## src/rtl/lif_ring_network.sv

```systemverilog
// ---------------------------------------------------------------------------
// lif_ring_network
// Ring (or open chain) of N leaky integrate-and-fire neurons. Each neuron
// integrates a weighted copy of its predecessor's registered spike; neuron 0
// additionally integrates an external drive current. A spike forces the
// neuron into a refractory period. Neuron N-1 spikes are counted (saturating).
//
// Ports
//   clk          clock
//   reset        synchronous active-high reset, priority over everything
//   enable       network advances only when high
//   mode         0 = open chain, 1 = closed ring (N-1 feeds neuron 0)
//   drive        external current into neuron 0 per enabled cycle
//   weight_we    weight write strobe (independent of enable)
//   weight_idx   target neuron of the weight write (>= N_NEURONS ignored)
//   weight_data  weight value
//   spike_out    registered one-cycle spike per neuron
//   spike_any    registered OR of spike_out
//   spike_count  saturating count of neuron N-1 spikes
// ---------------------------------------------------------------------------
module lif_ring_network #(
   parameter int unsigned N_NEURONS  = 4,
   parameter int unsigned V_WIDTH    = 8,
   parameter int unsigned THRESHOLD  = 64,
   parameter int unsigned LEAK_SHIFT = 3,
   parameter int unsigned REFRACT    = 2,
   parameter int unsigned W_RESET    = 64
) (
   input  logic                 clk,
   input  logic                 reset,
   input  logic                 enable,
   input  logic                 mode,
   input  logic [V_WIDTH-1:0]   drive,
   input  logic                 weight_we,
   input  logic [2:0]           weight_idx,
   input  logic [V_WIDTH-1:0]   weight_data,
   output logic [N_NEURONS-1:0] spike_out,
   output logic                 spike_any,
   output logic [7:0]           spike_count
);

   // Sum width leaves headroom for v + weight + drive before clamping.
   localparam int unsigned SUM_W = V_WIDTH + 2;
   localparam int unsigned RC_W  = 4;
   localparam int unsigned CNT_W = 8;

   localparam logic [SUM_W-1:0]   V_MAX   = SUM_W'((2 ** V_WIDTH) - 1);
   localparam logic [SUM_W-1:0]   V_THR   = SUM_W'(THRESHOLD);
   localparam logic [RC_W-1:0]    RC_LOAD = RC_W'(REFRACT);
   localparam logic [V_WIDTH-1:0] W_INIT  = V_WIDTH'(W_RESET);
   localparam logic [CNT_W-1:0]   CNT_MAX = '1;

   // Per-neuron state
   logic [V_WIDTH-1:0] v_q  [N_NEURONS];
   logic [V_WIDTH-1:0] v_d  [N_NEURONS];
   logic [RC_W-1:0]    rc_q [N_NEURONS];
   logic [RC_W-1:0]    rc_d [N_NEURONS];
   logic [V_WIDTH-1:0] w_q  [N_NEURONS];
   logic [V_WIDTH-1:0] w_d  [N_NEURONS];

   // Datapath intermediates
   logic [SUM_W-1:0]     in_cur [N_NEURONS];
   logic [SUM_W-1:0]     v_sum  [N_NEURONS];
   logic [SUM_W-1:0]     v_cand [N_NEURONS];
   logic [N_NEURONS-1:0] pred_spike;
   logic [N_NEURONS-1:0] spike_d;
   logic [CNT_W-1:0]     count_d;

   // Predecessor spike per neuron; neuron 0 only hears N-1 in ring mode.
   assign pred_spike = {spike_out[N_NEURONS-2:0], spike_out[N_NEURONS-1] & mode};

   // Synaptic input current, plus external drive on neuron 0.
   always_comb begin
      for (int i = 0; i < N_NEURONS; i++) begin
         in_cur[i] = pred_spike[i] ? SUM_W'(w_q[i]) : '0;
      end
      in_cur[0] = in_cur[0] + SUM_W'(drive);
   end

   // Leak, integrate and clamp to the membrane range.
   always_comb begin
      for (int i = 0; i < N_NEURONS; i++) begin
         v_sum[i]  = SUM_W'(v_q[i]) - SUM_W'(v_q[i] >> LEAK_SHIFT) + in_cur[i];
         v_cand[i] = (v_sum[i] > V_MAX) ? V_MAX : v_sum[i];
      end
   end

   // Neuron next state: refractory countdown, fire, or integrate.
   always_comb begin
      for (int i = 0; i < N_NEURONS; i++) begin
         v_d[i]  = v_q[i];
         rc_d[i] = rc_q[i];
      end
      spike_d = '0;

      if (enable) begin
         for (int i = 0; i < N_NEURONS; i++) begin
            if (rc_q[i] != '0) begin
               // Input arriving during refractory is discarded.
               v_d[i]  = '0;
               rc_d[i] = rc_q[i] - RC_W'(1);
            end else if (v_cand[i] >= V_THR) begin
               spike_d[i] = 1'b1;
               v_d[i]     = '0;
               rc_d[i]    = RC_LOAD;
            end else begin
               v_d[i] = V_WIDTH'(v_cand[i]);
            end
         end
      end
   end

   // Weight write port; out-of-range indices match no neuron.
   always_comb begin
      for (int i = 0; i < N_NEURONS; i++) begin
         w_d[i] = w_q[i];
         if (weight_we && (int'(weight_idx) == i)) begin
            w_d[i] = weight_data;
         end
      end
   end

   // Saturating counter of neuron N-1 spikes, frozen while disabled.
   always_comb begin
      count_d = spike_count;
      if (enable && spike_out[N_NEURONS-1] && (spike_count != CNT_MAX)) begin
         count_d = spike_count + CNT_W'(1);
      end
   end

   // State and output registers.
   always_ff @(posedge clk) begin
      if (reset) begin
         for (int i = 0; i < N_NEURONS; i++) begin
            v_q[i]  <= '0;
            rc_q[i] <= '0;
            w_q[i]  <= W_INIT;
         end
         spike_out   <= '0;
         spike_any   <= 1'b0;
         spike_count <= '0;
      end else begin
         for (int i = 0; i < N_NEURONS; i++) begin
            v_q[i]  <= v_d[i];
            rc_q[i] <= rc_d[i];
            w_q[i]  <= w_d[i];
         end
         spike_out   <= spike_d;
         spike_any   <= |spike_d;
         spike_count <= count_d;
      end
   end

endmodule

```

## config.mk

```make
export PLATFORM = sky130hd
export DESIGN_NAME = lif_ring_network
export DESIGN_NICKNAME = d
export VERILOG_FILES = /design/src/rtl/lif_ring_network.sv
export SDC_FILE = /design/constraint.sdc
export NUM_CORES = 1
export LEC_CHECK = 0
export BUFFER_PORTS_ARGS = -buffer_cell sky130_fd_sc_hd__buf_2
export CORE_MARGIN = 4
export CORE_UTILIZATION = 47
export CTS_CLUSTER_SIZE = 25
export DETAILED_ROUTE_END_ITERATION = 6
export GPL_ROUTABILITY_DRIVEN = 0
export PLACE_DENSITY_LB_ADDON = 0.1
export SLEW_MARGIN = 25
export SYNTH_ARGS = -nofsm -noshare
export SYNTH_HDL_FRONTEND = slang
export SYNTH_SLANG_ARGS = --single-unit
```

## constraint.sdc

```tcl
create_clock -name clk -period 6.1 [get_ports clk]
set_input_delay 0.305 -clock clk [delete_from_list [all_inputs] [get_ports clk]]
set_output_delay 0.305 -clock clk [all_outputs]
set_load 0.02 [all_outputs]
```

# After elaboration in Yosys (flattened, before gate mapping)
# Memories as Yosys holds them, arrays and structs flattened.
# Index checks and enable logic that the tools add are counted.
[classes] add_sub_neg=14 magnitude_cmp=8 eq_ne=4 muxes=54 bitwise_logic=13 reduce_logical=12
[op_table] op="8-bit 2-to-1 mux" count=24
[op_table] op="4-bit 2-to-1 mux" count=13
[op_table] op="10-bit by 7-bit >= comparator with 1-bit output (second input constant)" count=4
[op_table] op="10-bit by 8-bit > comparator with 1-bit output (second input constant)" count=4
[op_table] op="10-bit 2-to-1 mux" count=4
[op_table] op="8-bit by 5-bit subtractor with 9-bit output" count=4
[op_table] op="32-bit 2-to-1 mux" count=1
[op_table] op="9-bit by 9-bit adder with 10-bit output" count=3
[op_table] op="16-bit 2-to-1 mux" count=1
[op_table] op="4-bit nonzero test" count=4
[op_table] op="4-bit by 1-bit subtractor with 4-bit output (second input constant)" count=4
[op_table] op="1-bit bitwise OR" count=12
[op_table] op="1-bit 2-to-1 mux" count=11
[op_table] op="10-bit by 9-bit adder with 10-bit output" count=1
[op_table] op="8-bit by 8-bit adder with 9-bit output" count=1
[op_table] op="8-bit by 1-bit adder with 8-bit output (second input constant)" count=1
[op_table] op="8-bit inequality test (second input constant)" count=1
[op_table] op="3-bit == test (second input constant)" count=2
[op_table] op="1-bit logical AND" count=6
[op_table] op="4-bit OR reduction" count=1
[op_table] op="3-bit by 2-bit == test with 1-bit output (second input constant)" count=1
[op_table] op="3-bit zero test" count=1
[op_table] op="1-bit bitwise AND" count=1
[totals] regBits=13 mem_bits_rw=80 output_inout_bits=13 elab_cells=111 memories=3
[memory_table] memory="v_q" depth=4 width=8 read_ports=4 rd_clocked_by_memory_dff=0 write_ports=4 line_no="54" source="logic [V_WIDTH-1:0] v_q [N_NEURONS];"
[memory_table] memory="w_q" depth=4 width=8 read_ports=4 rd_clocked_by_memory_dff=0 write_ports=4 line_no="58" source="logic [V_WIDTH-1:0] w_q [N_NEURONS];"
[memory_table] memory="rc_q" depth=4 width=4 read_ports=4 rd_clocked_by_memory_dff=0 write_ports=4 line_no="56" source="logic [RC_W-1:0] rc_q [N_NEURONS];"

# Depth between registers and ports, before layout
# Gate-level depths: netlist of run 1.
[logic_depth] depth_word=11 mapped_depth=18 mapped_depth_nobuf=18

# Worst setup path before layout of run 1
# OpenSTA, ideal clock, no wires.
[synth_path] kind="reg2reg" start="mem v_q[0][4]" end="reg spike_any" arrival_time_ps=3907 path_slack_ps=2058 path_stages_with_launch=17 path_cell_list="dfxtp_1 -> inv_1 -> ha_1 -> nor2b_1 -> o21ai_0 -> nand2b_1 -> a21o_2 -> a21o_1 -> nor3_1 -> xnor2_1 -> fa_1 -> ha_1 -> or4b_4 -> o311ai_4 -> o21ai_1 -> and3_4 -> or4_4"
[synth_lines] item="start: declaration" line_no="54"
[synth_lines] item="end signal: assignment" line_no="149" source="spike_any <= |spike_d;"
[synth_lines] item="end: declaration" line_no="38" source="output logic spike_any,"

==> results of run 1 <==
[per-layer routing]
metal / up-vias / wire [um]
li1: 2818 / -
met1: 2623 / 7110
met2: 114 / 6930
met3: 22 / 632
met4: 0 / 261
met5: - / 0
[worst max-delay path: stages (launching register included)]
cell and delay [ns]:
dfxtp_1 0.42, inv_1 0.07, ha_1 0.26, nor2b_1 0.12, o21ai_0 0.14, nand2b_1 0.11
a21o_2 0.22, a21o_1 0.20, nor3_1 0.19, xnor2_1 0.16, fa_1 0.44, ha_1 0.26
or4b_4 0.57, o311ai_4 0.26, o21ai_1 0.12, and3_4 0.20, or4_4 0.46
[sequential cells by signal, indices dropped and copies added, names as in the netlist]
signal and cells:
v_q 32, w_q 32, rc_q 16, spike_count 8
spike_out 4, spike_any 1
[cells by family (layout without fill, tap and decap cells)]
group,after synthesis,count (layout),share of synthesized area
AO/OA/AOI/OAI,184,184,0.186
XOR/XNOR,36,36,0.0501
adder cells (fa/ha/maj),73,73,0.164
buffers and inverters,80,118,0.0477
flip-flops,93,93,0.296
multiplexers,1,1,0.00159
AND/OR/NAND/NOR,333,333,0.255
[final cells by class]
class	count	area (um2)
Clock buffer	9	225
Tap cell	176	220
Fill cell	1282	6170
Multi-Input combinational cell	627	4130
Sequential cell	93	1860
Timing Repair Buffer	38	195
Clock inverter	7	146
Inverter	64	240
[layout by cell type (no fill, tap or decap), types with 5 or more instances in the layout]
cell type,n
nand3_1,13
a21oi_1,66
nor3_1,30
xor2_1,13
inv_1,63
nor2b_1,9
a211oi_1,7
nor3b_1,5
clkbuf_16,9
dfxtp_1,93
a21o_1,13
fa_1,16
nand2_1,129
o21ai_0,43
buf_2,36
or3_1,8
nor2_1,59
and2_1,24
nand2b_1,18
and3_1,15
o21a_1,10
xnor2_1,23
ha_1,57
[report_power, final]
group / internal (mW) / total [mW] / switching (mW)
sequential: 0.705 / 0.794 / 0.0882
combinational: 1.37 / 3.23 / 1.85
clock: 0.445 / 0.701 / 0.256
total: 2.52 / 4.72 / 2.20
[metrics by stage]
step | utilization | instance area, um2 | total power, mW
2_1_floorplan | - | 6300 | 3.32
5_1_grt | 0.532 | 7020 | 5.18
6_report | 0.532 | 7020 | 4.72
3_3_place_gp | 0.504 | 6650 | 3.88
4_1_cts | 0.532 | 7020 | 4.73
3_5_place_dp | 0.504 | 6650 | 3.99
[path summary, 6_finish.rpt]
kind | end | slack (ns) | depth (start not counted)
max | spike_any | 1.78 | 16
min | w_q[2][1] | 0.24 | 3
max reg2reg | spike_any | 1.78 | 16
min reg2reg | w_q[3][0] | 0.45 | 2
==> impl_metrics.tcl, run 1 <==
set metrics [dict create \
    whs_ns 0.242 \
    instances_no_fill 1014 \
    synth-seq-cells 93 \
    startpoint_type "register" \
    cts_resized 0 \
    worstMarginPinSlew_ns 0.773 \
    cts_buffers 9 \
    initial_utilization 0.477 \
    htreeDepth 3 \
    rows 42 \
    clk_path_buf_depth 2 \
    synth_async_sr_flop_share 0 \
    placed_cells 998 \
    grt_pass1_wl_mm 24.7 \
    ant_nets 0 \
    cts-hold-fix-buffers 0 \
    grt-busiest-layer "met2" \
    grt.met1_usage 0.268 \
    drc 0 \
    critical_path_class "register to register" \
    slew_headroom 0.481 \
    hold_viol_final 0 \
    fp.dieArea_um2 15300 \
    power_density_nw_per_um2 672 \
    crit_required_ns 6.33 \
    fp.coreArea_um2 13200 \
    drt_pass1_iterations 5 \
    tns_ns 0 \
    grt_setup_unrepaired "false" \
    grt_use_total 0.202 \
    synth_top_area_frac 0.296 \
    die_w_um 124 \
    vias 5577 \
    fin_nets 930 \
    clk_latency_ns 0.36 \
    yosys.area.top_type "dfxtp_1" \
    via_per_inst 5.50 \
    timing.rr.start "v_q[0][4]" \
    cts.sinks 93 \
    max-vdd-ir-drop_mv 0.311 \
    period_needed_ns 4.32 \
    finalMaxSlewViolations 0 \
    cts_tree "yes" \
    cp_max_fo 4 \
    synth_cells 800 \
    path_clk_slew_ns 0.07 \
    syn_area_um2 6300 \
    seq_area_frac_synth 0.296 \
    wirelength_mm 14.9 \
    yosysMostFrequentCell "nand2_1" \
    grt_use_met3 0.0322 \
    maxCapViolations 0 \
    grt_max_degree 62 \
    status "completed" \
    cp-end-kind "register" \
    ys_types 68 \
    hold_path.startpoint "weight_data[1]" \
    portBuffers 36 \
    wl_per_cell_um 14.7 \
    synth_nets 897 \
    yosysWarningCount 0 \
    synth_edf_count 0 \
    syn2layout_area_growth_pct 11.5 \
    synth_area_per_cell_um2 7.87 \
    setup_viol 0 \
    io_pins 37 \
    cts-root-buf "clkbuf_16" \
    post_cts_buffers 0 \
    dr.first_iter.drc_count 319 \
    synth_area_leaders "dfxtp_1 30%, ha_1 11%, nand2_1 7.7%" \
    drive_gt1_frac 0.0859 \
    hold_path.class "input port to register" \
    n_antenna_cell 0 \
    grt_overflow_total 0 \
    fin_skew_ns 0.0104 \
    dp_hpwl_mm 11.3 \
    setup.worst_path.start "v_q[0][4]" \
    setup_slack_ns 1.78 \
    synth_ff_type "dfxtp_1" \
    max_freq_ghz 0.231 \
    post-route-period-util 0.709 \
    antenna_found_initial 0 \
    die_h_um 124 \
    use_met2 0.334 \
    post-place-ws_ns 1.77 \
    arrival_ns 4.55 \
    yosys-top-cells-count "129 x nand2_1, 93 x dfxtp_1, 66 x a21oi_1" \
    grt_pass1_vias 5306 \
    p_leak_nw 3.00 \
]
(Power assumes the default switching activity.)
==> run 2, diff against run 1 <==
--- a/config.mk
+++ b/config.mk
@@ -5,6 +5,7 @@
 export SDC_FILE = /design/constraint.sdc
 export NUM_CORES = 1
 export LEC_CHECK = 0
+export ABC_AREA = 1
 export BUFFER_PORTS_ARGS = -buffer_cell sky130_fd_sc_hd__buf_2
 export CORE_MARGIN = 4
 export CORE_UTILIZATION = 47
==> constraint.sdc (replaced) <==
create_clock -name clk -period 3.9 [get_ports clk]
set_input_delay 0.195 -clock clk [delete_from_list [all_inputs] [get_ports clk]]
set_output_delay 0.195 -clock clk [all_outputs]
set_load 0.02 [all_outputs]
==> run 2 against run 1 <==
Compared with the run above:
- synthesized cell count grew 21%
- worst setup slack worse by 1.5 ns
- via count increased by 5.7%
- final area is 5.3% higher
- hold slack got worse by 0.12 ns
- largest cell class unchanged
- global-route usage is 0.21 points lower
- critical endpoint unchanged
- critical path type unchanged
==> impl_metrics.tcl, run 2 <==
set metrics [dict create \
    grt_pass1_wl_mm 26.2 \
    synth_nets 1066 \
    antenna_found_initial 0 \
    seq_area_frac_synth 0.276 \
    synth-seq-cells 93 \
    cpMaxStageDelayCell "fa_1" \
    die_h_um 128 \
    die_w_um 128 \
    ant_nets 0 \
    instances_no_fill 1184 \
    cts-root-buf "clkbuf_16" \
    portBuffers 36 \
    placed_cells 1169 \
    htreeDepth 3 \
    wl_per_cell_um 13.4 \
    drt_pass1_iterations 4 \
    clk_path_buf_depth 2 \
    maxCapViolations 0 \
    crit_required_ns 4.13 \
    layout_commonest_cell "nand2_1" \
    setup_viol 0 \
    dr.first_iter.drc_count 308 \
    cp-end-kind "register" \
    status "completed" \
    yosys.area.top_type "dfxtp_1" \
    worstMarginPinSlew_ns 1.01 \
    synth_edf_count 0 \
    drc 0 \
    rows 43 \
    cts_tree "yes" \
    yosysWarningCount 0 \
    multiInputGateArea_um2 4200 \
    drive_gt1_frac 0.117 \
    grt_use_total 0.200 \
    syn_area_um2 6750 \
    fp.coreArea_um2 14000 \
    synth_ff_type "dfxtp_1" \
    crit_chain "inv_1 -> ha_1 -> fa_1 -> o21ai_2 -> nand2_1 -> nand2_1 -> xor2_1 -> fa_1 -> ha_2 -> a21oi_2 -> o21ai_0 -> nor2_1 -> nand2_1 -> nand2_1 -> nor2_2 -> nand2_1 -> nand2_1 -> nand2_1 -> nand2_1 -> nand3_1" \
    period_needed_ns 3.60 \
    synth_area_leaders "dfxtp_1 28%, nand2_1 11%, ha_1 11%" \
    tns_ns 0 \
    startpoint_type "register" \
    grt_max_degree 34 \
    io_pins 37 \
    vias 5897 \
    regArea_um2 1860 \
    cts.sinks 93 \
    yosys-top-cells-count "199 x nand2_1, 153 x inv_1, 105 x nor2_1" \
    max_freq_ghz 0.277 \
    hold_viol_final 0 \
    synth_async_sr_flop_share 0 \
    cts_buffers 9 \
    cp_top_family "adder cells" \
    path_clk_slew_ns 0.07 \
    n_antenna_cell 0 \
    cp_slowest_stage_delay_ns 0.47 \
    slew_headroom 0.327 \
    post_cts_buffers 0 \
    crit_buf_inv 1 \
    synth_top_area_frac 0.276 \
    grt_overflow_total 0 \
    finalMaxSlewViolations 0 \
    mostFrequentLayoutCells "199 x nand2_1, 152 x inv_1, 105 x nor2_1" \
    via_per_inst 4.98 \
    clk_latency_ns 0.35 \
    dp_hpwl_mm 12.2 \
    reg_top3 "v_q x32, w_q x32, rc_q x16" \
    post-route-period-util 0.924 \
    fp.dieArea_um2 16300 \
    wirelength_mm 15.9 \
    cp_common_cell "nand2_1" \
    synth_cells 969 \
    synth_area_per_cell_um2 6.96 \
    post-place-ws_ns 0.155 \
    syn2layout_area_growth_pct 9.64 \
    initial_utilization 0.482 \
    fin_nets 1097 \
    grt_pass1_vias 5474 \
    fillers 1475 \
    cp_max_fo 6 \
    critical_path_class "register to register" \
    setup_slack_ns 0.296 \
    yosysMostFrequentCell "nand2_1" \
    ys_types 50 \
    hold_path.class "input port to register" \
    arrival_ns 3.83 \
    fin_skew_ns 0.00987 \
]
[run 2: cell types whose count changed after synthesis, moves of 16 or more]
| cell | change |
|---|---|
| and2_1 | -23 |
| inv_1 | +90 |
| nand2_1 | +70 |
| nand2b_1 | -18 |
| nand3_1 | +42 |
| nor2_1 | +46 |
| nor3_1 | -18 |
| xor2_1 | +16 |
[run 2: worst reg2reg max path: stages (launching register included)]
cell and delay, ns:
dfxtp_1 0.30, inv_1 0.05, ha_1 0.22, fa_1 0.42, o21ai_2 0.23, nand2_1 0.07
nand2_1 0.08, xor2_1 0.21, fa_1 0.47, ha_2 0.39, a21oi_2 0.08, o21ai_0 0.21
nor2_1 0.08, nand2_1 0.07, nand2_1 0.05, nor2_2 0.16, nand2_1 0.11, nand2_1 0.09
nand2_1 0.05, nand2_1 0.05, nand3_1 0.07
[run 2: final timing paths]
path / startpoint / endpoint / slack (ns) / cells past startpoint
max: v_q[0][0] / spike_any / 0.30 / 20
min: weight_data[6] / w_q[2][6] / 0.12 / 3
max reg2reg: v_q[0][0] / spike_any / 0.30 / 20
min reg2reg: w_q[0][4] / w_q[0][4] / 0.46 / 2
[run 2: logic make-up (layout without fill, tap and decap cells)]
kind of cell / after synthesis / count (layout) / synth area share
AND/OR/NAND/NOR: 422 / 422 / 0.277
buffers and inverters: 186 / 221 / 0.105
AO/OA/AOI/OAI: 158 / 158 / 0.140
flip-flops: 93 / 93 / 0.276
adder cells (fa/ha/maj): 73 / 73 / 0.153
XOR/XNOR: 37 / 37 / 0.0480
[run 2: what timing repair did]
| action | 4_1_cts | 5_1_grt |
|---|---|---|
| hold buffers | 0 | 0 |
| resized for setup | 0 | 6 |
| endpoints found under the setup margin | 0 | 12 |
| endpoints found under the hold margin | 0 | 0 |
[run 2: cell type report]
class / count / share of cell area
multi-input combinational: 690 / 0.568
sequential: 93 / 0.252
inverter: 166 / 0.0842
clock buffer: 13 / 0.0325
tap: 180 / 0.0304
timing repair buffer: 40 / 0.0284
clock inverter: 2 / 0.00474
[run 2: per-stage QoR]
stage / instance area, um2 / util / hold WS, ns
after CTS: 7370 / 0.527 / 0.113
after detailed placement: 7090 / 0.507 / 0.447
after global placement: 7090 / 0.507 / 0.446
after global routing: 7400 / 0.529 / 0.150
after floorplan: 6750 / - / 0.321
final: 7400 / 0.529 / 0.124
[run 2: routing by layer]
layer / share of wire / global-route usage / vias up
met1: 0.50 / 0.275 / 2653
li1: - / - / 3157
met4: 0.017 / 0.0605 / 0
met3: 0.033 / 0.0354 / 19
met5: 0 / 0 / -
met2: 0.45 / 0.321 / 68
Power of run 2 is not shown: default switching activity piles up to over one toggle a cycle in this logic, so the estimate is an artifact.
